`config.mk`:
```
export PLATFORM = sky130hd
export DESIGN_NAME = joybus_host_channel_flat
export DESIGN_NICKNAME = d
export VERILOG_FILES = /design/src/rtl/joybus_host_channel_if.sv /design/src/rtl/joybus_host_channel.sv /design/src/flat_wrapper.sv
export SDC_FILE = /design/constraint.sdc
export NUM_CORES = 1
export LEC_CHECK = 0
export BUFFER_PORTS_ARGS = -buffer_cell sky130_fd_sc_hd__buf_2
export CAP_MARGIN = 20
export CORE_ASPECT_RATIO = 1.2
export CORE_MARGIN = 1
export CORE_UTILIZATION = 62
export DETAILED_ROUTE_END_ITERATION = 7
export PLACE_DENSITY = 0.88
export REMOVE_ABC_BUFFERS = 1
export SLEW_MARGIN = 20
export SYNTH_ARGS = -nofsm -noshare
export SYNTH_HDL_FRONTEND = slang
export SYNTH_SLANG_ARGS = --single-unit
```
`constraint.sdc`:
```
create_clock -name clock -period 4.2 [get_ports clock]
set_input_delay 0.63 -clock clock [delete_from_list [all_inputs] [get_ports clock]]
set_output_delay 0.63 -clock clock [all_outputs]
set_load 0.05 [all_outputs]
```
`src/rtl/joybus_host_channel_if.sv`:
```
// Host-side bundle for one Joybus channel: PIF RAM access, control/status and the open-drain line.
interface joybus_host_channel_if;
  logic       start;
  logic [5:0] tx_len;
  logic [5:0] rx_len;
  logic       tx_rd;
  logic [5:0] tx_idx;
  logic [7:0] tx_data;
  logic       rx_wr;
  logic [5:0] rx_idx;
  logic [7:0] rx_data;
  logic       joy_oe;
  logic       joy_in;
  logic       busy;
  logic       done;
  logic       timeout_err;
  logic [5:0] rx_count;

  modport master (
    output start, tx_len, rx_len, tx_data, joy_in,
    input  tx_rd, tx_idx, rx_wr, rx_idx, rx_data, joy_oe, busy, done, timeout_err, rx_count
  );

  modport slave (
    input  start, tx_len, rx_len, tx_data, joy_in,
    output tx_rd, tx_idx, rx_wr, rx_idx, rx_data, joy_oe, busy, done, timeout_err, rx_count
  );
endinterface

```
`src/rtl/joybus_host_channel.sv`:
```
// Joybus host master: serialises PIF command bytes onto the line, then decodes the device reply
// back into PIF RAM. Open-drain: only ever pulls low (joy_oe) or releases.
module joybus_host_channel #(
  parameter int CLK_PER_US = 50,
  parameter int TIMEOUT_US = 64
) (
  input  logic                  clock,
  input  logic                  reset_l,
  joybus_host_channel_if.slave  bus
);
  localparam int U    = CLK_PER_US;
  localparam int TO   = TIMEOUT_US * U;
  localparam int CELL = 4 * U;
  localparam int TMAX = (TO > CELL) ? TO : CELL;
  localparam int TW   = $clog2(TMAX + 1);

  localparam logic [TW-1:0] T_U_LAST    = TW'(U - 1);
  localparam logic [TW-1:0] T_3U_LAST   = TW'(3 * U - 1);
  localparam logic [TW-1:0] T_2U        = TW'(2 * U);
  localparam logic [TW-1:0] T_CELL_LAST = TW'(CELL - 1);
  localparam logic [TW-1:0] T_FETCH     = TW'(CELL - 3);
  localparam logic [TW-1:0] T_TO_LAST   = TW'(TO - 1);
  localparam logic [TW-1:0] T_TO        = TW'(TO);

  typedef enum logic [3:0] {
    IDLE, FETCH, TXLOW, TXHIGH, STOPLOW, STOPHIGH, RXWAIT, RXLOW, RXSTOP, DONE
  } state_t;

  state_t        state_q;
  logic [TW-1:0] tmr_q;
  logic [7:0]    sr_q;
  logic [2:0]    bit_q;
  logic [5:0]    tx_len_q, rx_len_q;
  logic          stop_seen_q;
  logic [1:0]    sync_q;
  logic          line_p_q;

  logic          tx_rd_q, rx_wr_q, joy_oe_q, busy_q, done_q, timeout_err_q;
  logic [5:0]    tx_idx_q, rx_idx_q, rx_count_q;
  logic [7:0]    rx_data_q;

  // Synchronised line and edges; idle line is high, so the chain resets to 1.
  logic          line_s, fall, rise, rx_bit;
  logic [TW-1:0] tmr_inc, low_last;
  logic [7:0]    rx_byte;
  assign line_s   = sync_q[1];
  assign fall     = line_p_q & ~line_s;
  assign rise     = ~line_p_q & line_s;
  assign tmr_inc  = tmr_q + TW'(1);
  assign low_last = sr_q[7] ? T_U_LAST : T_3U_LAST;
  assign rx_bit   = (tmr_q < T_2U);
  assign rx_byte  = {sr_q[6:0], rx_bit};

  always_ff @(posedge clock or negedge reset_l) begin
    if (!reset_l) begin
      sync_q   <= 2'b11;
      line_p_q <= 1'b1;
    end else begin
      sync_q   <= {sync_q[0], bus.joy_in};
      line_p_q <= sync_q[1];
    end
  end

  always_ff @(posedge clock or negedge reset_l) begin
    if (!reset_l) begin
      state_q       <= IDLE;
      tmr_q         <= '0;
      sr_q          <= '0;
      bit_q         <= '0;
      tx_len_q      <= '0;
      rx_len_q      <= '0;
      stop_seen_q   <= 1'b0;
      tx_rd_q       <= 1'b0;
      rx_wr_q       <= 1'b0;
      joy_oe_q      <= 1'b0;
      busy_q        <= 1'b0;
      done_q        <= 1'b0;
      timeout_err_q <= 1'b0;
      tx_idx_q      <= '0;
      rx_idx_q      <= '0;
      rx_count_q    <= '0;
      rx_data_q     <= '0;
    end else begin
      tx_rd_q <= 1'b0;
      rx_wr_q <= 1'b0;
      done_q  <= 1'b0;
      case (state_q)
        IDLE: if (bus.start && !done_q) begin
          tx_len_q      <= bus.tx_len;
          rx_len_q      <= bus.rx_len;
          rx_count_q    <= '0;
          timeout_err_q <= 1'b0;
          tx_idx_q      <= '0;
          busy_q        <= 1'b1;
          if (bus.tx_len == 6'd0) state_q <= DONE;
          else begin
            // Start the first fetch at the tail of a virtual cell so the path matches later bytes.
            state_q <= FETCH;
            tx_rd_q <= 1'b1;
            tmr_q   <= TW'(CELL - 2);
          end
        end
        FETCH: begin
          tmr_q <= tmr_inc;
          if (tmr_q == T_CELL_LAST) begin
            sr_q     <= bus.tx_data;
            bit_q    <= '0;
            tx_idx_q <= tx_idx_q + 6'd1;
            tmr_q    <= '0;
            joy_oe_q <= 1'b1;
            state_q  <= TXLOW;
          end
        end
        TXLOW: begin
          tmr_q <= tmr_inc;
          if (tmr_q == low_last) begin
            joy_oe_q <= 1'b0;
            state_q  <= TXHIGH;
          end
        end
        TXHIGH: begin
          tmr_q <= tmr_inc;
          if (bit_q == 3'd7 && tx_idx_q != tx_len_q && tmr_q == T_FETCH) begin
            state_q <= FETCH;
            tx_rd_q <= 1'b1;
          end else if (tmr_q == T_CELL_LAST) begin
            tmr_q    <= '0;
            joy_oe_q <= 1'b1;
            if (bit_q == 3'd7) state_q <= STOPLOW;
            else begin
              sr_q    <= {sr_q[6:0], 1'b0};
              bit_q   <= bit_q + 3'd1;
              state_q <= TXLOW;
            end
          end
        end
        STOPLOW: begin
          tmr_q <= tmr_inc;
          if (tmr_q == T_U_LAST) begin
            joy_oe_q <= 1'b0;
            state_q  <= STOPHIGH;
          end
        end
        STOPHIGH: begin
          tmr_q <= tmr_inc;
          if (tmr_q == T_3U_LAST) begin
            bit_q   <= '0;
            tmr_q   <= TW'(1);
            state_q <= (rx_len_q == 6'd0) ? DONE : RXWAIT;
          end
        end
        RXWAIT: begin
          tmr_q <= tmr_inc;
          if (fall) begin
            tmr_q   <= TW'(1);
            state_q <= RXLOW;
          end else if (tmr_q == T_TO_LAST) begin
            timeout_err_q <= 1'b1;
            state_q       <= DONE;
          end
        end
        RXLOW: begin
          tmr_q <= tmr_inc;
          if (rise) begin
            sr_q        <= rx_byte;
            bit_q       <= bit_q + 3'd1;
            tmr_q       <= TW'(1);
            stop_seen_q <= 1'b0;
            state_q     <= RXWAIT;
            if (bit_q == 3'd7) begin
              rx_wr_q    <= 1'b1;
              rx_data_q  <= rx_byte;
              rx_idx_q   <= rx_count_q;
              rx_count_q <= rx_count_q + 6'd1;
              if (rx_count_q + 6'd1 == rx_len_q) state_q <= RXSTOP;
            end
          end else if (tmr_q == T_TO) begin
            timeout_err_q <= 1'b1;
            state_q       <= DONE;
          end
        end
        RXSTOP: begin
          tmr_q <= tmr_inc;
          // The device stop bit is optional: its absence just runs the timer out.
          if (!stop_seen_q) begin
            if (fall) begin
              stop_seen_q <= 1'b1;
              tmr_q       <= TW'(1);
            end else if (tmr_q == T_TO_LAST) state_q <= DONE;
          end else if (rise || tmr_q == T_TO) state_q <= DONE;
        end
        DONE: begin
          done_q  <= 1'b1;
          busy_q  <= 1'b0;
          state_q <= IDLE;
        end
        default: state_q <= IDLE;
      endcase
    end
  end

  assign bus.tx_rd       = tx_rd_q;
  assign bus.tx_idx      = tx_idx_q;
  assign bus.rx_wr       = rx_wr_q;
  assign bus.rx_idx      = rx_idx_q;
  assign bus.rx_data     = rx_data_q;
  assign bus.joy_oe      = joy_oe_q;
  assign bus.busy        = busy_q;
  assign bus.done        = done_q;
  assign bus.timeout_err = timeout_err_q;
  assign bus.rx_count    = rx_count_q;
endmodule

```
`src/flat_wrapper.sv`:
```
// flat-port wrapper written by rule: the top's interface ports become plain ports
module joybus_host_channel_flat 
#(
  parameter int CLK_PER_US = 50,
  parameter int TIMEOUT_US = 64
)
  (clock, reset_l, bus_start, bus_tx_len, bus_rx_len, bus_tx_data, bus_joy_in, bus_tx_rd, bus_tx_idx, bus_rx_wr, bus_rx_idx, bus_rx_data, bus_joy_oe, bus_busy, bus_done, bus_timeout_err, bus_rx_count);
  joybus_host_channel_if bus_i ();
  input  logic clock;
  input  logic reset_l;
  input wire logic [$bits(bus_i.start)-1:0] bus_start;
  input wire logic [$bits(bus_i.tx_len)-1:0] bus_tx_len;
  input wire logic [$bits(bus_i.rx_len)-1:0] bus_rx_len;
  input wire logic [$bits(bus_i.tx_data)-1:0] bus_tx_data;
  input wire logic [$bits(bus_i.joy_in)-1:0] bus_joy_in;
  output wire logic [$bits(bus_i.tx_rd)-1:0] bus_tx_rd;
  output wire logic [$bits(bus_i.tx_idx)-1:0] bus_tx_idx;
  output wire logic [$bits(bus_i.rx_wr)-1:0] bus_rx_wr;
  output wire logic [$bits(bus_i.rx_idx)-1:0] bus_rx_idx;
  output wire logic [$bits(bus_i.rx_data)-1:0] bus_rx_data;
  output wire logic [$bits(bus_i.joy_oe)-1:0] bus_joy_oe;
  output wire logic [$bits(bus_i.busy)-1:0] bus_busy;
  output wire logic [$bits(bus_i.done)-1:0] bus_done;
  output wire logic [$bits(bus_i.timeout_err)-1:0] bus_timeout_err;
  output wire logic [$bits(bus_i.rx_count)-1:0] bus_rx_count;
  assign bus_i.start = bus_start;
  assign bus_i.tx_len = bus_tx_len;
  assign bus_i.rx_len = bus_rx_len;
  assign bus_i.tx_data = bus_tx_data;
  assign bus_i.joy_in = bus_joy_in;
  assign bus_tx_rd = bus_i.tx_rd;
  assign bus_tx_idx = bus_i.tx_idx;
  assign bus_rx_wr = bus_i.rx_wr;
  assign bus_rx_idx = bus_i.rx_idx;
  assign bus_rx_data = bus_i.rx_data;
  assign bus_joy_oe = bus_i.joy_oe;
  assign bus_busy = bus_i.busy;
  assign bus_done = bus_i.done;
  assign bus_timeout_err = bus_i.timeout_err;
  assign bus_rx_count = bus_i.rx_count;
  joybus_host_channel #(.CLK_PER_US(CLK_PER_US), .TIMEOUT_US(TIMEOUT_US)) u_core (.clock(clock), .reset_l(reset_l), .bus(bus_i));
endmodule
```
==> results.yml, run 1 <==
drt:
  drt_wl_total_um: 9283
  vias: 3621
  detail_route.vias_per_cell: 6.005
  first_pass_iters: 6
  route.detailed.drc: 0
  routedWlPerCell_um: 15.39
  count_of_nets_left_with_antenna_violations_after_detail_routing: 0
  drt_first_iter_violations: 293
grt:
  grt_max_degree: 36
  first_global_vias: 3435
  initial_antenna_violation_count: 0
  global_route.usage.total: 0.2809
  globalRoute.totalOverflow: 0
  grt_first_pass_wirelength_um: 15710
power_and_ir_drop:
  combinationalPowerShare: 0.363
  power.static_leakage_nw: 2.305
  vdd_drop_max_uv: 537.1
  clockPowerShare: 0.224
  net-switching-power_mw: 1.066
  sequentialPowerShare: 0.414
  sw_frac_of_total: 0.3999
  pwrdens_nw_per_um2: 572.1
  cellInternalPower_mw: 1.600
timing:
  fmax_ghz: 0.3582
  final.setup.worst_slack_ps: 1408
  final-setup-viol-count: 0
  clock_skew_ps: 11.79
  rsz0062_at_grt: "no"
  hold_viol: 0
  final.setup.tns_ps: 0
  min_period_ps: 2792
  fin_crit_sh: 0.6647
  maxSlewViolCount: 0
  max_slew_margin: 0.4319
  tightestPinTransition_ps: 830.7
critical_path:
  required_ps: 4450
  reg2reg_from: "u_core.state_q[2]"
  rr_worst_depth: 6
  crit_family: "compound AO/OA/AOI/OAI gates"
  crit_type: "flip-flop to flip-flop"
  cpPeakStageDelay_ps: 830
  worstPathBufferInverterCount: 0
  crit_path_top_delay_cell: "dfrtp_1"
  regToRegSetupSlack_ps: 1410
  timing.rr.end: "u_core.tmr_q[5]"
  critical_path.cell_chain: "nand2b_1, o32ai_1, a2111oi_0, and3_1, o21ai_0, a21o_1"
  timing.critical_path.fanout_max: 22
  critical_path_arrival_ps: 3040
  worstSetupEndpointType: "flip-flop"
  critical_path.startpoint_type: "flip-flop"
synth:
  postSynthAreaPerCell_um2: 8.871
  synth_area_um2: 4151
  ys_top_cells_by_count: "nand2_1, dfrtp_1, nor2_1"
  ys_seq_elements: 75
  asyncSetResetFlopFracSynth: 1.000
  synthDominantAreaCellType: "dfrtp_1"
  synth-seq-area-share: 0.4530
  synth_top_area_frac: 0.4340
  synth-edff-count: 0
  post_synth_inst_count: 468
  yosysMostFrequentCell: "nand2_1"
  synth-warning-count: 0
  netlist-cell-type-count: 66
  synth_ff_type: "dfrtp_1"
  synth_area_leaders: "dfrtp_1, nand2_1, nor2_1"
final_layout:
  filler_cells_inserted: 523
  combined_area_of_the_multi_input_logic_cells_um2: 2112
  layout-area-overhead-vs-synth_pct: 12.24
  final_layout_size_suffix_gt1_frac: 0.1757
  seqCellArea_um2: 1881
  finish.net_count: 545
  antenna_cells: 0
  final_design_area_no_fill_um2: 4659
floorplan:
  placementRows: 32
  fp.dieArea_um2: 7029
  core-area_um2: 6446
  die_width_um: 76.70
  start_util: 0.6440
  num_io_pins: 56
  die_h_um: 91.64
clocking:
  clock-sinks: 75
  ctsHtreeMaxLevel: 3
  cts.clk_slew.worst_paths_ps: 80
  cts_tree: "done"
  cts_buffer_depth: 2
  post_cts.resized_instances: 0
  clk_root_buffer_cell: "clkbuf_8"
  numCtsBuffers: 9
  cts-hold-fix-buffers: 0
  post-cts-setup-buffers: 0
  clkLatencyLatePin_ps: 350
run_status:
  status: "complete, no violations"
placement:
  globalplace.congestion: 0.9561
  dp_hpwl_um: 6809
  dpl-instance-area_um2: 4453
  placement.io_buffers: 55
  place_worst_setup_slack_ps: 1472
hold_path:
  min_delay_worst_type: "input port to asynchronous set/reset pin"
job:
  cap_viol_max_count: 0
-- layout by cell type, fill, tap and decap left out, drive strengths merged, types with 3 or more instances in the layout --
master	count
o21a	3
a211oi	3
clkbuf	10
dfstp	3
clkinv	3
and3	6
o211ai	4
xnor2	11
nor2b	6
nor3	15
a31oi	6
nand4bb	3
a2111oi	4
xor2	8
mux2i	11
nor3b	4
dfrtp	72
nor2	38
nand3	12
or3	4
or4	4
a21oi	23
nand2b	8
o21ai	23
ha	7
nor4	6
nand2	98
o22ai	3
buf	59
nand4	8
inv	13
a21o	5
-- cell type report --
cell class	instances	share of cell area
multi-input combinational	356	0.4533
sequential	75	0.4036
timing repair buffer	59	0.06552
clock buffer	10	0.02739
tap	85	0.02282
clock inverter	5	0.01692
inverter	13	0.01047
-- sequential cells by signal, summed over array words and instances, names as in the netlist --
name,cells
u_core.tx_len_q,6
u_core.stop_seen_q,1
u_core.tmr_q,12
u_core.bus.busy,1
u_core.rx_len_q,6
u_core.bus.rx_count,6
u_core.bit_q,3
u_core.sr_q,8
u_core.bus.rx_idx,6
u_core.line_p_q,1
u_core.bus.timeout_err,1
u_core.bus.tx_idx,6
u_core.sync_q,2
u_core.bus.joy_oe,1
u_core.bus.done,1
u_core.bus.rx_wr,1
u_core.bus.tx_rd,1
u_core.state_q,4
u_core.bus.rx_data,8
-- how the worst max path moves through the flow --
| stage | startpoint | endpoint | slack [ps] | depth (start not counted) |
|---|---|---|---|---|
| floorplan | u_core.bus.rx_count[0] | u_core.state_q[2] | 1560 | 7 |
| global route | u_core.bus.rx_count[0] | u_core.state_q[2] | 1090 | 7 |
| global placement | u_core.bus.rx_count[0] | u_core.state_q[2] | 1560 | 7 |
| detailed placement | u_core.state_q[2] | u_core.tmr_q[3] | 1470 | 6 |
| CTS | u_core.state_q[2] | u_core.tmr_q[5] | 1410 | 6 |
| finish | u_core.state_q[2] | u_core.tmr_q[5] | 1410 | 6 |
-- worst register-to-register path: cells and delay by family, from the launching register on --
family | cells | cell delay [ps]
compound gates | 4 | 1150
simple gates | 2 | 720
flops | 1 | 830
-- power groups by stage --
stage / logic [mW] / registers, mW / clock network [mW]
global route: 1.08 / 1.13 / 0.623
global placement: 0.935 / 1.10 / 0
finish: 0.967 / 1.10 / 0.596
floorplan: 0.679 / 1.12 / 0
detailed placement: 0.962 / 1.11 / 0
CTS: 0.970 / 1.09 / 0.599
-- stage by stage --
| step | hold slack [ps] | utilization | cells | total power [mW] |
|---|---|---|---|---|
| after global routing | 370.8 | 0.7228 | 603 | 2.834 |
| after floorplan | 334.4 | - | 444 | 1.803 |
| after global placement | 345.8 | 0.6908 | 588 | 2.036 |
| after CTS | 354.7 | 0.7228 | 603 | 2.664 |
| after detailed placement | 355.5 | 0.6908 | 588 | 2.071 |
| final | 340.8 | 0.7228 | 603 | 2.666 |
-- cell families (layout without fill, tap and decap cells) --
family | count (synthesis) | count (layout) | synth area share
and+or+nand+nor | 226 | 226 | 0.2709
buffers and inverters | 37 | 87 | 0.03828
xor gates and xnor gates | 19 | 19 | 0.04008
adders and majority gates | 7 | 7 | 0.02110
AOI/OAI and AO/OA | 91 | 91 | 0.1447
DFF | 75 | 75 | 0.4530
muxes | 13 | 13 | 0.03195
-- metal layers --
| layer | track usage | wire [um] | vias up |
|---|---|---|---|
| li1 | - | - | 1736 |
| met1 | 0.3584 | 4081 | 1741 |
| met2 | 0.4688 | 4561 | 123 |
| met3 | 0.03682 | 425 | 21 |
| met4 | 0.1394 | 215 | 0 |
| met5 | 0 | 0 | - |
(Power assumes the default switching activity.)
==> run 2: changes to the inputs <==
--- a/config.mk
+++ b/config.mk
@@ -9,9 +9,9 @@
 export CAP_MARGIN = 20
 export CORE_ASPECT_RATIO = 1.2
 export CORE_MARGIN = 1
-export CORE_UTILIZATION = 62
+export CORE_UTILIZATION = 58
 export DETAILED_ROUTE_END_ITERATION = 7
-export PLACE_DENSITY = 0.88
+export PLACE_DENSITY = 0.83
 export REMOVE_ABC_BUFFERS = 1
 export SLEW_MARGIN = 20
 export SYNTH_ARGS = -nofsm -noshare
==> constraint.sdc (replaced) <==
create_clock -name clock -period 2.85 [get_ports clock]
set_input_delay 0.4275 -clock clock [delete_from_list [all_inputs] [get_ports clock]]
set_output_delay 0.4275 -clock clock [all_outputs]
set_load 0.05 [all_outputs]
==> run 2 against run 1 <==
  * Largest cell class unchanged
  * Via count grew 0.86%
  * Critical endpoint is now u_core.tmr_q[4]
  * Combinational power grew 57%
  * Power grew 52%
  * Sequential share of layout area shrank 1.2 points
  * First-iteration DRC count shrank 9.2%
  * Highest routed layer unchanged
  * Non-clock buffer count grew 14
  * Cell count grew 2.7%
  * Global-route usage grew 0.51 points
  * Clock skew shrank 4.7 ps
  * Register-to-register slack lost 1300 ps
  * Setup slack lost 1300 ps
==> results.yml, run 2 (synthesis gave the netlist of run 1 again) <==
hold_path:
  min_delay_worst_type: "input port to asynchronous set/reset pin"
grt:
  initial_antenna_violation_count: 0
  globalRoute.totalOverflow: 0
  grt_max_degree: 43
  grt_first_pass_wirelength_um: 16660
  first_global_vias: 3505
  global_route.usage.total: 0.2860
floorplan:
  start_util: 0.6021
  num_io_pins: 56
  die_width_um: 79.23
  placementRows: 33
  core-area_um2: 6895
  die_h_um: 94.68
  fp.dieArea_um2: 7501
critical_path:
  timing.rr.end: "u_core.tmr_q[4]"
  required_ps: 3090
  worstSetupEndpointType: "flip-flop"
  cp-endpoint: "u_core.tmr_q[4]"
  reg2reg_from: "u_core.tmr_q[11]"
  timing.critical_path.fanout_max: 11
  critical_path.startpoint_type: "flip-flop"
  critical_path_arrival_ps: 3010
  worstSetupStartpoint: "u_core.tmr_q[11]"
  rr_worst_depth: 6
  crit_type: "flip-flop to flip-flop"
  regToRegSetupSlack_ps: 80
timing:
  final-setup-viol-count: 0
  max_slew_margin: 0.4466
  final.setup.worst_slack_ps: 79.90
  hold_viol: 0
  fmax_ghz: 0.3610
  min_period_ps: 2770
  fin_crit_sh: 0.9720
  tightestPinTransition_ps: 828.4
  maxSlewViolCount: 0
  clock_skew_ps: 7.057
clocking:
  ctsHtreeMaxLevel: 3
  numCtsBuffers: 9
  cts.clk_slew.worst_paths_ps: 80
  clock-sinks: 75
  cts_tree: "done"
  clkLatencyLatePin_ps: 350
  clk_root_buffer_cell: "clkbuf_8"
  cts_buffer_depth: 2
drt:
  detail_route.vias_per_cell: 5.900
  routedWlPerCell_um: 15.76
  top_layer_used: "met4"
  vias: 3652
  route.detailed.drc: 0
  count_of_nets_left_with_antenna_violations_after_detail_routing: 0
  drt_first_iter_violations: 266
  met1Wirelength_um: 4327
  route.met2.wl_um: 4787
  wl_met3_um: 487
  first_pass_iters: 5
  drt_wl_total_um: 9754
placement:
  place_worst_setup_slack_ps: 137.6
  dp_hpwl_um: 7068
  placement.io_buffers: 55
  globalplace.congestion: 1.020
final_layout:
  final_layout_size_suffix_gt1_frac: 0.1992
  antenna_cells: 0
  finish.net_count: 559
  filler_cells_inserted: 527
  largest_register_ffs: 12
  layout_common_cells: "nand2_1, dfrtp_1, buf_2"
  combined_area_of_the_multi_input_logic_cells_um2: 2115
  registers.top_by_ff_count: "u_core.tmr_q"
  layout-area-overhead-vs-synth_pct: 15.64
  layout_commonest_cell: "nand2_1"
  seqCellArea_um2: 1881
power_and_ir_drop:
  pwrdens_nw_per_um2: 841.9
  power.static_leakage_nw: 2.391
  report.power.total_mw: 4.042
  vdd_drop_max_uv: 636.2
job:
  cap_viol_max_count: 0
run_status:
  status: "complete, no violations"
run 2: changes by cell type in the layout (fill, tap and decap cells not counted):
cell       change
clkinv_2       -1
clkbuf_1       -1
buf_4         +13
clkbuf_8       +2
a2111oi_1      +2
a2111oi_0      -2
buf_12         +1
run 2: final cells by class:
cell class / instances / area share
Clock inverter: 4 / 0.01538
Inverter: 13 / 0.01016
Clock buffer: 11 / 0.03154
Timing Repair Buffer: 73 / 0.08809
Multi-Input combinational cell: 356 / 0.4404
Tap cell: 87 / 0.02267
Sequential cell: 75 / 0.3917
run 2: per-stage QoR:
stage	std cells	hold slack, ps	utilization	setup TNS, ps	cell area (um^2)
floorplan	444	131.9	-	0	4041
global placement	604	348.9	0.6632	0	4573
detailed placement	604	350.5	0.6632	0	4573
CTS	619	163.9	0.6959	0	4798
global route	619	162.8	0.6962	-21.85	4801
finish	619	152.2	0.6962	0	4801
run 2: report_power, final:
part | switching [mW] | internal (mW) | leakage [nW]
logic | 0.913 | 0.604 | 1.31
clock network | 0.382 | 0.536 | 0.115
registers | 0.295 | 1.31 | 0.969
total | 1.59 | 2.45 | 2.39
run 2: per-layer routing:
layer  track usage  up-vias
met5             0        -
met1        0.3890     1735
met4        0.1030        0
met2        0.4519      133
li1              -     1767
met3       0.05990       17
run 2: what timing repair did:
| item | in CTS | in global routing |
|---|---|---|
| gates resized for setup | 0 | 2 |
| setup endpoints to repair | 0 | 6 |
| setup buffers | 0 | 0 |
| hold buffers | 0 | 0 |
run 2: worst min-delay path by stage:
| stage | startpoint | endpoint |
|---|---|---|
| 3_5_place_dp | u_core.sync_q[0] | u_core.sync_q[1] |
| 6_report | reset_l | u_core.bus.rx_count[4] |
| 2_1_floorplan | reset_l | u_core.bit_q[0] |
| 3_3_place_gp | u_core.sync_q[0] | u_core.sync_q[1] |
| 4_1_cts | bus_joy_in | u_core.sync_q[0] |
| 5_1_grt | bus_joy_in | u_core.sync_q[0] |
run 2: critical path, cell delays in order, from the launching register on:
cell,delay (ps)
dfrtp_1,440
nor4_4,480
a31oi_1,220
a2111oi_1,680
and3_1,460
o21ai_0,160
a21o_1,230
